**config.mk**
```make
export PLATFORM = sky130hd
export DESIGN_NAME = slot_window_counter
export DESIGN_NICKNAME = d
export VERILOG_FILES = /design/src/rtl/slot_window_pkg.sv /design/src/rtl/slot_window_ch.sv /design/src/rtl/slot_window_counter.sv
export SDC_FILE = /design/constraint.sdc
export NUM_CORES = 2
export LEC_CHECK = 0
export BUFFER_PORTS_ARGS = -buffer_cell sky130_fd_sc_hd__buf_4
export CORE_MARGIN = 2
export CORE_UTILIZATION = 57
export DETAILED_ROUTE_END_ITERATION = 16
export GPL_ROUTABILITY_DRIVEN = 0
export PLACE_DENSITY = 0.81
export SYNTH_ARGS = -nofsm -noshare
export SYNTH_HDL_FRONTEND = slang
export SYNTH_MEMORY_MAX_BITS = 65536
export SYNTH_SLANG_ARGS = --single-unit
```
**constraint.sdc**
```tcl
create_clock -name CLOCK_200m -period 13.5 [get_ports CLOCK_200m]
set_clock_uncertainty 0.1 [all_clocks]
set_input_delay 2.7 -clock CLOCK_200m [delete_from_list [all_inputs] [get_ports CLOCK_200m]]
set_output_delay 2.7 -clock CLOCK_200m [all_outputs]
set_load 0.01 [all_outputs]
```
**src/rtl/slot_window_pkg.sv**
```systemverilog
// slot_window_pkg
//   Shared types and width helpers for the slot window counter.
//   mode_e    : per-slot counting mode (level = high samples, edge = rising edges)
//   cnt_width : bits needed to hold one slot count (0..slot_len)
//   sum_width : bits needed for a sum of win slot counts, overflow-free
package slot_window_pkg;

  typedef enum logic {
    MODE_LEVEL = 1'b0,
    MODE_EDGE  = 1'b1
  } mode_e;

  function automatic int cnt_width(input int slot_len);
    return $clog2(slot_len + 1);
  endfunction

  function automatic int sum_width(input int slot_len, input int win);
    return $clog2(slot_len + 1) + $clog2(win);
  endfunction

endpackage

```
**src/rtl/slot_window_ch.sv**
```systemverilog
// slot_window_ch
//   One channel of the sliding window: circular buffer of per-slot counts,
//   incremental running sum and registered threshold compare.
//   Ports:
//     i_clk, i_rst   clock, asynchronous active-high reset
//     i_clr          synchronous clear of running sum and flag
//     i_we           slot end: push i_new, retire the oldest count
//     i_wr_ptr       shared write pointer (also the oldest entry when full)
//     i_full         window holds WIN valid counts
//     i_new          count of the slot just completed
//     i_thresh       threshold for o_above
//     o_sum          sum of the last min(filled, WIN) counts
//     o_above        o_sum >= i_thresh, updated with o_sum
module slot_window_ch
  import slot_window_pkg::*;
#(
  parameter int WIN   = 250,
  parameter int CNT_W = cnt_width(20),
  parameter int SUM_W = sum_width(20, 250),
  parameter int PW    = $clog2(WIN)
) (
  input  logic             i_clk,
  input  logic             i_rst,
  input  logic             i_clr,
  input  logic             i_we,
  input  logic [PW-1:0]    i_wr_ptr,
  input  logic             i_full,
  input  logic [CNT_W-1:0] i_new,
  input  logic [SUM_W-1:0] i_thresh,
  output logic [SUM_W-1:0] o_sum,
  output logic             o_above
);

  // Count history; no reset so it maps onto distributed RAM. Stale entries
  // after clr are masked by i_full until overwritten.
  logic [CNT_W-1:0] r_buf [WIN];
  logic [SUM_W-1:0] r_sum;
  logic             r_above;
  logic [CNT_W-1:0] w_old;
  logic [SUM_W-1:0] w_sum_nxt;

  // The entry about to be overwritten is the oldest one once the window is full.
  assign w_old     = i_full ? r_buf[i_wr_ptr] : '0;
  assign w_sum_nxt = r_sum + SUM_W'(i_new) - SUM_W'(w_old);

  always_ff @(posedge i_clk) begin
    if (i_we) r_buf[i_wr_ptr] <= i_new;
  end

  always_ff @(posedge i_clk or posedge i_rst) begin
    if (i_rst) begin
      r_sum   <= '0;
      r_above <= 1'b0;
    end else if (i_clr) begin
      r_sum   <= '0;
      r_above <= 1'b0;
    end else if (i_we) begin
      r_sum   <= w_sum_nxt;
      r_above <= (w_sum_nxt >= i_thresh);
    end
  end

  assign o_sum   = r_sum;
  assign o_above = r_above;

endmodule

```
**src/rtl/slot_window_counter.sv**
```systemverilog
// slot_window_counter
//   Multi-channel slot integrator. Each asynchronous din bit is synchronised,
//   counted (high samples or rising edges) over SLOT_LEN-cycle slots, and a
//   sliding sum over the last WIN slots is compared against thresh.
//   Ports:
//     CLOCK_200m  sole clock
//     rst         asynchronous active-high reset
//     en          advances slot timer and counting
//     clr         synchronous clear, priority over en
//     mode        0 = level count, 1 = rising-edge count (latched per slot)
//     din         asynchronous channel inputs
//     thresh      shared threshold
//     slot_cnt    last completed slot count per channel, channel 0 in LSBs
//     win_sum     sliding window sum per channel
//     above       win_sum >= thresh per channel
//     valid       one-cycle pulse when the outputs above update
//     win_full    sticky, WIN slots completed since rst/clr
module slot_window_counter
  import slot_window_pkg::*;
#(
  parameter int CH       = 4,
  parameter int SLOT_LEN = 20,
  parameter int WIN      = 250,
  parameter int CNT_W    = cnt_width(SLOT_LEN),
  parameter int SUM_W    = sum_width(SLOT_LEN, WIN)
) (
  input  logic                CLOCK_200m,
  input  logic                rst,
  input  logic                en,
  input  logic                clr,
  input  logic                mode,
  input  logic [CH-1:0]       din,
  input  logic [SUM_W-1:0]    thresh,
  output logic [CH*CNT_W-1:0] slot_cnt,
  output logic [CH*SUM_W-1:0] win_sum,
  output logic [CH-1:0]       above,
  output logic                valid,
  output logic                win_full
);

  localparam int TW = $clog2(SLOT_LEN);
  localparam int PW = $clog2(WIN);
  localparam int FW = $clog2(WIN + 1);

  logic [CH-1:0] r_s1, r_s2, r_prev;
  logic [TW-1:0] r_tcnt;
  mode_e         r_mode_q;
  logic [PW-1:0] r_wr_ptr;
  logic [FW-1:0] r_fill;
  logic          r_valid, r_win_full;

  logic          w_step, w_slot_end, w_full;
  mode_e         w_mode;
  logic [CH-1:0] w_sample;

  assign w_step     = en & ~clr;
  assign w_slot_end = w_step & (r_tcnt == TW'(SLOT_LEN - 1));
  assign w_full     = (r_fill == FW'(WIN));
  // The first cycle of a slot already uses the freshly latched mode.
  assign w_mode     = (r_tcnt == '0) ? mode_e'(mode) : r_mode_q;
  assign w_sample   = (w_mode == MODE_EDGE) ? (r_s2 & ~r_prev) : r_s2;

  // Synchronisers keep running while en is low.
  always_ff @(posedge CLOCK_200m or posedge rst) begin
    if (rst) begin
      r_s1 <= '0;
      r_s2 <= '0;
    end else begin
      r_s1 <= din;
      r_s2 <= r_s1;
    end
  end

  // prev only advances on counting cycles, so a rise during a pause is
  // seen exactly once when en returns.
  always_ff @(posedge CLOCK_200m or posedge rst) begin
    if (rst) begin
      r_tcnt     <= '0;
      r_mode_q   <= MODE_LEVEL;
      r_prev     <= '0;
      r_wr_ptr   <= '0;
      r_fill     <= '0;
      r_valid    <= 1'b0;
      r_win_full <= 1'b0;
    end else if (clr) begin
      r_tcnt     <= '0;
      r_wr_ptr   <= '0;
      r_fill     <= '0;
      r_valid    <= 1'b0;
      r_win_full <= 1'b0;
    end else begin
      r_valid <= w_slot_end;
      if (w_step) begin
        r_tcnt <= w_slot_end ? '0 : r_tcnt + TW'(1);
        r_prev <= r_s2;
        if (r_tcnt == '0) r_mode_q <= mode_e'(mode);
      end
      if (w_slot_end) begin
        r_wr_ptr <= (r_wr_ptr == PW'(WIN - 1)) ? '0 : r_wr_ptr + PW'(1);
        if (!w_full) r_fill <= r_fill + FW'(1);
        if (r_fill == FW'(WIN - 1)) r_win_full <= 1'b1;
      end
    end
  end

  for (genvar c = 0; c < CH; c++) begin : g_ch
    logic [CNT_W-1:0] r_acc, r_slot, w_new;

    // Count including the current cycle's sample, so slot end needs no extra cycle.
    assign w_new = r_acc + CNT_W'(w_sample[c]);

    always_ff @(posedge CLOCK_200m or posedge rst) begin
      if (rst) begin
        r_acc  <= '0;
        r_slot <= '0;
      end else if (clr) begin
        r_acc  <= '0;
        r_slot <= '0;
      end else if (w_step) begin
        r_acc <= w_slot_end ? '0 : w_new;
        if (w_slot_end) r_slot <= w_new;
      end
    end

    slot_window_ch #(
      .WIN   (WIN),
      .CNT_W (CNT_W),
      .SUM_W (SUM_W),
      .PW    (PW)
    ) u_ch (
      .i_clk    (CLOCK_200m),
      .i_rst    (rst),
      .i_clr    (clr),
      .i_we     (w_slot_end),
      .i_wr_ptr (r_wr_ptr),
      .i_full   (w_full),
      .i_new    (w_new),
      .i_thresh (thresh),
      .o_sum    (win_sum[c*SUM_W +: SUM_W]),
      .o_above  (above[c])
    );

    assign slot_cnt[c*CNT_W +: CNT_W] = r_slot;
  end

  assign valid    = r_valid;
  assign win_full = r_win_full;

endmodule
```
# After elaboration in Yosys (flattened, before gate mapping)
# Memories as Yosys holds them, arrays and structs flattened.
# Cells that the tools add are included.
word_totals:
  mem_bits_rw: 5000
  inputBits: 22
  out_inout_bits: 78
  elab_cells: 127
  reg_bits: 132
  n_memories: 4
mem_list:
  columns: ["memory", "words", "width", "read_ports", "rd_clocked_by_memory_dff", "write_ports", "line", "source"]
  rows:
  - ["g_ch[0].u_ch.r_buf", 250, 5, 1, 0, 1, "slot_window_ch.sv:36", "logic [CNT_W-1:0] r_buf [WIN];"]
  - ["g_ch[1].u_ch.r_buf", 250, 5, 1, 0, 1, "slot_window_ch.sv:36", null]
  - ["g_ch[2].u_ch.r_buf", 250, 5, 1, 0, 1, "slot_window_ch.sv:36", null]
  - ["g_ch[3].u_ch.r_buf", 250, 5, 1, 0, 1, "slot_window_ch.sv:36", null]
classes:
  n_bitwise: 5
  reduce_logical: 8
  muxes: 61
  order_cmp: 4
  eq_ne: 5
  add_sub_neg: 15
ops:
  columns: ["operator", "n"]
  rows:
  - ["$mux 5", 31]
  - ["$mux 13", 8]
  - ["$add 13x5->13", 4]
  - ["$ge 13x13->1", 4]
  - ["$sub 13x5->13", 4]
  - ["$mux 8", 6]
  - ["$eq 8x8->1 const B", 3]
  - ["$add 5x1->5", 4]
  - ["$add 8x1->8 const B", 2]
  - ["$mux 1", 15]
  - ["$reduce_and 2->1", 4]
  - ["$reduce_bool 2->1", 3]
  - ["$add 5x1->5 const B", 1]
  - ["$eq 5x5->1 const B", 1]
  - ["$logic_not 5->1", 1]
  - ["$and 4x4->4", 1]
  - ["$mux 4", 1]
  - ["$not 4->4", 1]
  - ["$and 1x1->1", 2]
  - ["$ne 2x2->1 const B", 1]
  - ["$not 1->1", 1]

# Longest topological paths before layout
logic_depth:
  ltp_word: 9
  mapped_depth: 31
  mapped_depth_nobuf: 27

# By module
# From an unflattened synthesis, not the netlist that was laid out.
hier_totals:
  hier_cells: 10533
  area_unflattened_um2: 205047.9
by_module_without_submodules:
  columns: ["mod", "seq_area_each_um2", "area_per_inst_um2", "cells_each", "n_inst"]
  rows:
  - ["slot_window_ch at g_ch[2].u_ch ...", 37886.3, 50294.5, 2539, 2]
  - ["slot_window_ch at g_ch[1].u_ch", 37886.3, 50643.6, 2572, 1]
  - ["slot_window_ch at g_ch[0].u_ch", 37886.3, 50343.3, 2554, 1]
  - ["slot_window_counter", 1901.8, 3472.1, 329, 1]

# Worst setup path before layout
# No wires, ideal clock.
synth_path:
  kind: "input-to-reg"
  startpoint: "input port mode"
  endpoint: "register g_ch[3].u_ch.r_above"
  required_ns: 13.266
  setup_slack_ns: -1.351
  path_buffers: 0
  setup_ns: 0.134
  path_stages: 22
  t_arrival_ns: 14.617
  cell_sequence: "mux2_2 a21boi_0 ha_1 ha_1 nand3_1 xnor2_1 inv_1 fa_1 inv_1 ha_1 nor3_1 nor2_1 a31oi_1 nor2b_1 o21a_1 o41ai_1 xnor2_1 ha_1 nand4_1 a21oi_1 a221oi_1 o21ai_0"
synth_between:
  elab_chain_cells: 8
synth_rtl:
  columns: ["item", "line", "source"]
  rows:
  - ["start: declaration", "slot_window_counter.sv:31", "input logic mode,"]
  - ["$mux 1", null, null]
  - ["$mux 4", "slot_window_counter.sv:61", "assign w_sample = (w_mode == MODE_EDGE) ? (r_s2 & ~r_prev) : r_s2;"]
  - ["$add 5x1->5", "slot_window_counter.sv:110", "assign w_new = r_acc + CNT_W'(w_sample[c]);"]
  - ["via g_ch[3].u_ch.i_new[4]", "slot_window_ch.sv:28", "input logic [CNT_W-1:0] i_new,"]
  - ["$add 13x5->13", "slot_window_ch.sv:44", "assign w_sum_nxt = r_sum + SUM_W'(i_new) - SUM_W'(w_old);"]
  - ["$sub 13x5->13", "slot_window_ch.sv:44", null]
  - ["$ge 13x13->1", "slot_window_ch.sv:59", "r_above <= (w_sum_nxt >= i_thresh);"]
  - ["$mux 1", "slot_window_ch.sv:57", "end else if (i_we) begin"]
  - ["$mux 1", "slot_window_ch.sv:54", "end else if (i_clr) begin"]
  - ["end signal: assignment", "slot_window_ch.sv:59", null]
  - ["end: declaration", "slot_window_ch.sv:38", "logic r_above;"]
# The timed path passes the listed nets, and every way through them passes these cells. The select of a mux whose other input is x is not followed.
# A chain may end at the register's enable or synchronous reset.

# Worst setup path in the final report
layout_path:
  startpoint: "register r_wr_ptr[0]"
  endpoint: "register g_ch[0].u_ch.r_above"
layout_between:
  elab_chain_cells: 6
layout_rtl:
  columns: ["item", "line", "source"]
  rows:
  - ["start: declaration", "slot_window_counter.sv:48", "logic [PW-1:0] r_wr_ptr;"]
  - ["start signal: assignment", "slot_window_counter.sv:99", "r_wr_ptr <= (r_wr_ptr == PW'(WIN - 1)) ? '0 : r_wr_ptr + PW'(1);"]
  - ["$mem_v2 250x5", null, null]
  - ["$mux 5", "slot_window_ch.sv:43", "assign w_old = i_full ? r_buf[i_wr_ptr] : '0;"]
  - ["$sub 13x5->13", "slot_window_ch.sv:44", null]
  - ["$ge 13x13->1", "slot_window_ch.sv:59", null]
  - ["$mux 1", "slot_window_ch.sv:57", null]
  - ["$mux 1", "slot_window_ch.sv:54", null]
  - ["end signal: assignment", "slot_window_ch.sv:59", null]
  - ["end: declaration", "slot_window_ch.sv:38", null]
# No other way between the ends. The select of a mux whose other input is x is not followed.

==> results list <==
* Time the worst path needs with I/O delays and setup: 10.09 ns
- Insertion delay of the later-clocked pin in the worst-skew pair: 1.03 ns
- Worst Path Arrival: 10.88 ns
- After synthesis, the share of flip-flops with an asynchronous set or reset is 0.0257.
* Area used by sequential logic in the layout: 153000 µm²
- Initial DRT Pass Iterations: 9
* Static leakage: 69.3 nW
- Number of nets in the synthesized netlist: 9567
* Transition time of the tightest slew-check pin: 1.56 ns
- Static timing analysis puts the maximum clock frequency at around 100 MHz.
- The clock drives 5132 sinks.
- TNS Setup: 0 ns
* GRT Residual Overflow: 0
- Antenna Violating Nets Remaining: 0
- The initialized floorplan defines 217 standard-cell rows.
- Max Cap Violations: 2
- 100 I/O pins were placed.
- Share of Yosys cell area claimed by the top area cell type: 0.753
- Post-synth cell types: 63
- Run status: finished, violations left
* Post-detailed-placement half-perimeter wirelength: between 200000 and 300000 µm
* First element of the critical path: r_wr_ptr[0]
* Die extent in y: between 500 and 600 µm
- DRC violation total after the first TritonRoute iteration: between 15000 and 20000
* Power density over cell area: 141 nW/µm²
- Worst slew margin: -0.0475
* Number of vias in the routed layout: 106000
* Initial Util: 0.572
- CTS max path bufs: 4
- Final Cycle Share: 0.747
* Number of clock buffers inserted by TritonCTS: between 400 and 500
- In the final routed layout, each cell accounts on average for 37.5 µm.
* Clock root buffer master: sky130_fd_sc_hd__clkbuf_16
- Ranked by total cell area, the synthesized netlist is headed by sky130_fd_sc_hd__edfxtp_1, sky130_fd_sc_hd__mux4_2, sky130_fd_sc_hd__dfrtp_1, sky130_fd_sc_hd__mux2i_1, sky130_fd_sc_hd__a22oi_1.
* Number of failing hold endpoints at the final stage: 0
* Internal reg-to-reg setup slack: about 3.4 ns
- Top_reg_cell synth: sky130_fd_sc_hd__edfxtp_1
* Worst setup path end: g_ch[0].u_ch.o_above
- Worst-path clk slew: 0.07 ns
* Endpoint of the worst register-to-register path: g_ch[0].u_ch.o_above
- Setup repair after global routing left no endpoint under its margin.
* R2R depth: 24
- Via count of the first global-routing pass: 105000
- Warnings, synthesis: 0
* H-tree lvl count: 5
* Hold_buf cts: 0
- Dividing the detail-routed via count by the number of cells gives 7.17.
- For this run, the register share of the synthesized area comes to 0.769.
- After the last flow step, the layout net total stands at 9963.
* Count of final max-slew check failures: 5
* Proportion of layout cells with a drive suffix above 1: 0.256
- Number of cells in the finished layout apart from fillers: 14800
- Number of buffers inserted by post-CTS setup repair: 0
* Count of buffers from port buffering: 99
* Filler Cell Count: 20800
- The worst setup path is launched from a register.
- In the global route stage, overall resource usage came out at 0.311.
- In the routed design, unresolved DRC markers number 0.
- Data on the critical path is required at its endpoint by 14.29 ns.
* Peak supply drop: 0.129 mV
- The synthesized design contains 5000 enable-type register cells.
- Critical path start-end classification: register to register
- The first global-routing pass estimated 787000 µm of wire.
- HP Class: register to register
* Mapped Cells: 9404
- The core region is 349000 µm².
* Number of antenna violations at the first check in global routing: 33
- Setup violations remaining at the end of the flow were counted as 0.
- Die Area: 355000 µm²
* Violated checks: max-capacitance violations, max-slew violations
- Clock tree from TritonCTS: done
* Inst Count DP: 13900
- Entering global routing, the biggest net connects about 250 pins.
- Each instance of the synthesized netlist takes up on average 21.2 µm².
* Yosys top cell by area: sky130_fd_sc_hd__edfxtp_1
- Of all nets on the critical path, the largest fanout is 82.
- Compared with the post-synthesis result, the final layout area differs by 11.5%.
- STA classifies the critical path endpoint as a register.
* Post-CTS sizing: 0
- Footprint of the multi-input gates: 43800 µm²
* Origin of the critical flop-to-flop path: r_wr_ptr[0]
* Post-synthesis instance area: 200000 µm²
- Count of state elements after synthesis: 5132
* Total routed wirelength: between 500000 and 600000 µm
- Horizontal die dimension: 596 µm
state kept, by name (all words and copies together) (netlist names):
signal / count
g_ch.r_slot: 20
r_prev: 4
valid: 1
g_ch.r_acc: 20
g_ch.u_ch.o_above: 4
r_s2: 4
r_fill: 8
r_wr_ptr: 8
r_s1: 4
g_ch.u_ch.r_buf: 5000
win_full: 1
g_ch.u_ch.o_sum: 52
r_tcnt: 5
r_mode_q: 1
area by class of cell:
class / instances / share of cell area
sequential: 5132 / 0.690
multi-input combinational: 3592 / 0.197
clock buffer: 544 / 0.0533
tap: 4599 / 0.0259
timing repair buffer: 483 / 0.0178
clock inverter: 302 / 0.0133
inverter: 134 / 0.00253
antenna: 18 / 0.000203
synth_stat cells (all sizes together) (31+ instances only):
cell and instances:
a211oi 49, a21o 31, a21oi 133, a221oi 107, a22o 103, a22oi 339
a31oi 34, a32oi 33, buf 278, clkbuf 268, dfrtp 132, edfxtp 5000
ha 121, inv 132, mux2i 324, mux4 1112, nand2 177, nand3 59
nand4 33, nor2 342, nor3 68, o21ai 136, o221ai 32, o22ai 67
o31ai 42, xnor2 48
cell usage in the layout, fill, tap and decap left out, drive strengths merged, types with 49 or more instances in the layout:
cell type | netlist | layout
nand2 | 177 | 177
nand3 | 59 | 59
nor3 | 68 | 68
clkinv | 2 | 220
buf | 278 | 483
nor2 | 342 | 342
o22ai | 67 | 67
o21ai | 136 | 136
clkbuf | 268 | 544
a22oi | 339 | 339
a221oi | 107 | 107
mux4 | 1112 | 1112
a22o | 103 | 103
edfxtp | 5000 | 5000
mux2i | 324 | 324
dfrtp | 132 | 132
a211oi | 49 | 49
ha | 121 | 121
a21oi | 133 | 133
inv | 132 | 144
worst min-delay path by stage:
stage               slack (ns)  cells after the start      end     from
CTS                       0.26                      0  r_s2[0]  r_s1[0]
finish                    0.26                      0  r_s2[0]  r_s1[0]
global route              0.27                      0  r_s2[0]  r_s1[0]
global placement          0.24                      0  r_s2[2]  r_s1[2]
detailed placement        0.25                      0  r_s2[0]  r_s1[0]
floorplan                 0.23                      0  r_s2[0]  r_s1[0]
per-layer routing:
layer,track usage,vias up,part of all wire
li1,-,40200,-
met1,0.404,54100,0.32
met2,0.479,10100,0.47
met3,0.0952,1737,0.15
met4,0.156,24,0.063
met5,0.00460,-,0.00093
logic make-up (layout without fill, tap and decap cells):
logic type      count (synthesis)  count (layout)  share of synthesized area
flops                        5132            5132                      0.769
buf+inv                       680            1463                     0.0164
xor+xnor                       64              64                    0.00281
compound gates               1144            1144                     0.0416
other cells                     0              18                          0
fa+ha+maj                     141             141                    0.00959
mux                          1462            1462                      0.143
simple gates                  781             781                     0.0173
power by group:
part           internal, mW  switching (mW)  total [mW]
Sequential             17.5         0.00509        17.5
Combinational         0.104           0.478       0.583
Clock                  7.20            5.93        13.1
critical path: stages, from the launching register on:
cell	delay (ns)
sky130_fd_sc_hd__dfrtp_4	0.93
sky130_fd_sc_hd__buf_12	0.60
sky130_fd_sc_hd__and2_2	0.48
sky130_fd_sc_hd__buf_4	0.67
sky130_fd_sc_hd__a22oi_1	0.28
sky130_fd_sc_hd__a22oi_1	0.41
sky130_fd_sc_hd__nor2_1	0.21
sky130_fd_sc_hd__or4_1	0.76
sky130_fd_sc_hd__a211oi_1	0.98
sky130_fd_sc_hd__o221ai_1	0.54
sky130_fd_sc_hd__ha_1	0.48
sky130_fd_sc_hd__inv_1	0.05
sky130_fd_sc_hd__ha_1	0.23
sky130_fd_sc_hd__fa_1	0.50
sky130_fd_sc_hd__a211oi_1	0.34
sky130_fd_sc_hd__o21ai_0	0.16
sky130_fd_sc_hd__a31oi_1	0.28
sky130_fd_sc_hd__nor2b_1	0.08
sky130_fd_sc_hd__o21a_1	0.22
sky130_fd_sc_hd__nor2_1	0.13
sky130_fd_sc_hd__xnor2_1	0.19
sky130_fd_sc_hd__ha_1	0.31
sky130_fd_sc_hd__a21o_1	0.19
sky130_fd_sc_hd__a2111oi_0	0.44
sky130_fd_sc_hd__a21oi_1	0.16
per-stage QoR:
| step | power (mW) | hold WS, ns | util | setup slack [ns] | area (µm²) |
|---|---|---|---|---|---|
| finish | 31.3 | 0.260 | 0.637 | 3.41 | 222000 |
| global route | 31.8 | 0.268 | 0.637 | 3.24 | 222000 |
| CTS | 31.2 | 0.262 | 0.637 | 3.71 | 222000 |
| detailed placement | 18.4 | 0.248 | 0.595 | 3.87 | 208000 |
| global placement | 18.4 | 0.241 | 0.595 | 3.80 | 207000 |
| floorplan | 18.2 | 0.231 | - | 2.17 | 200000 |
No activity file was read; power rests on OpenSTA's default activity.
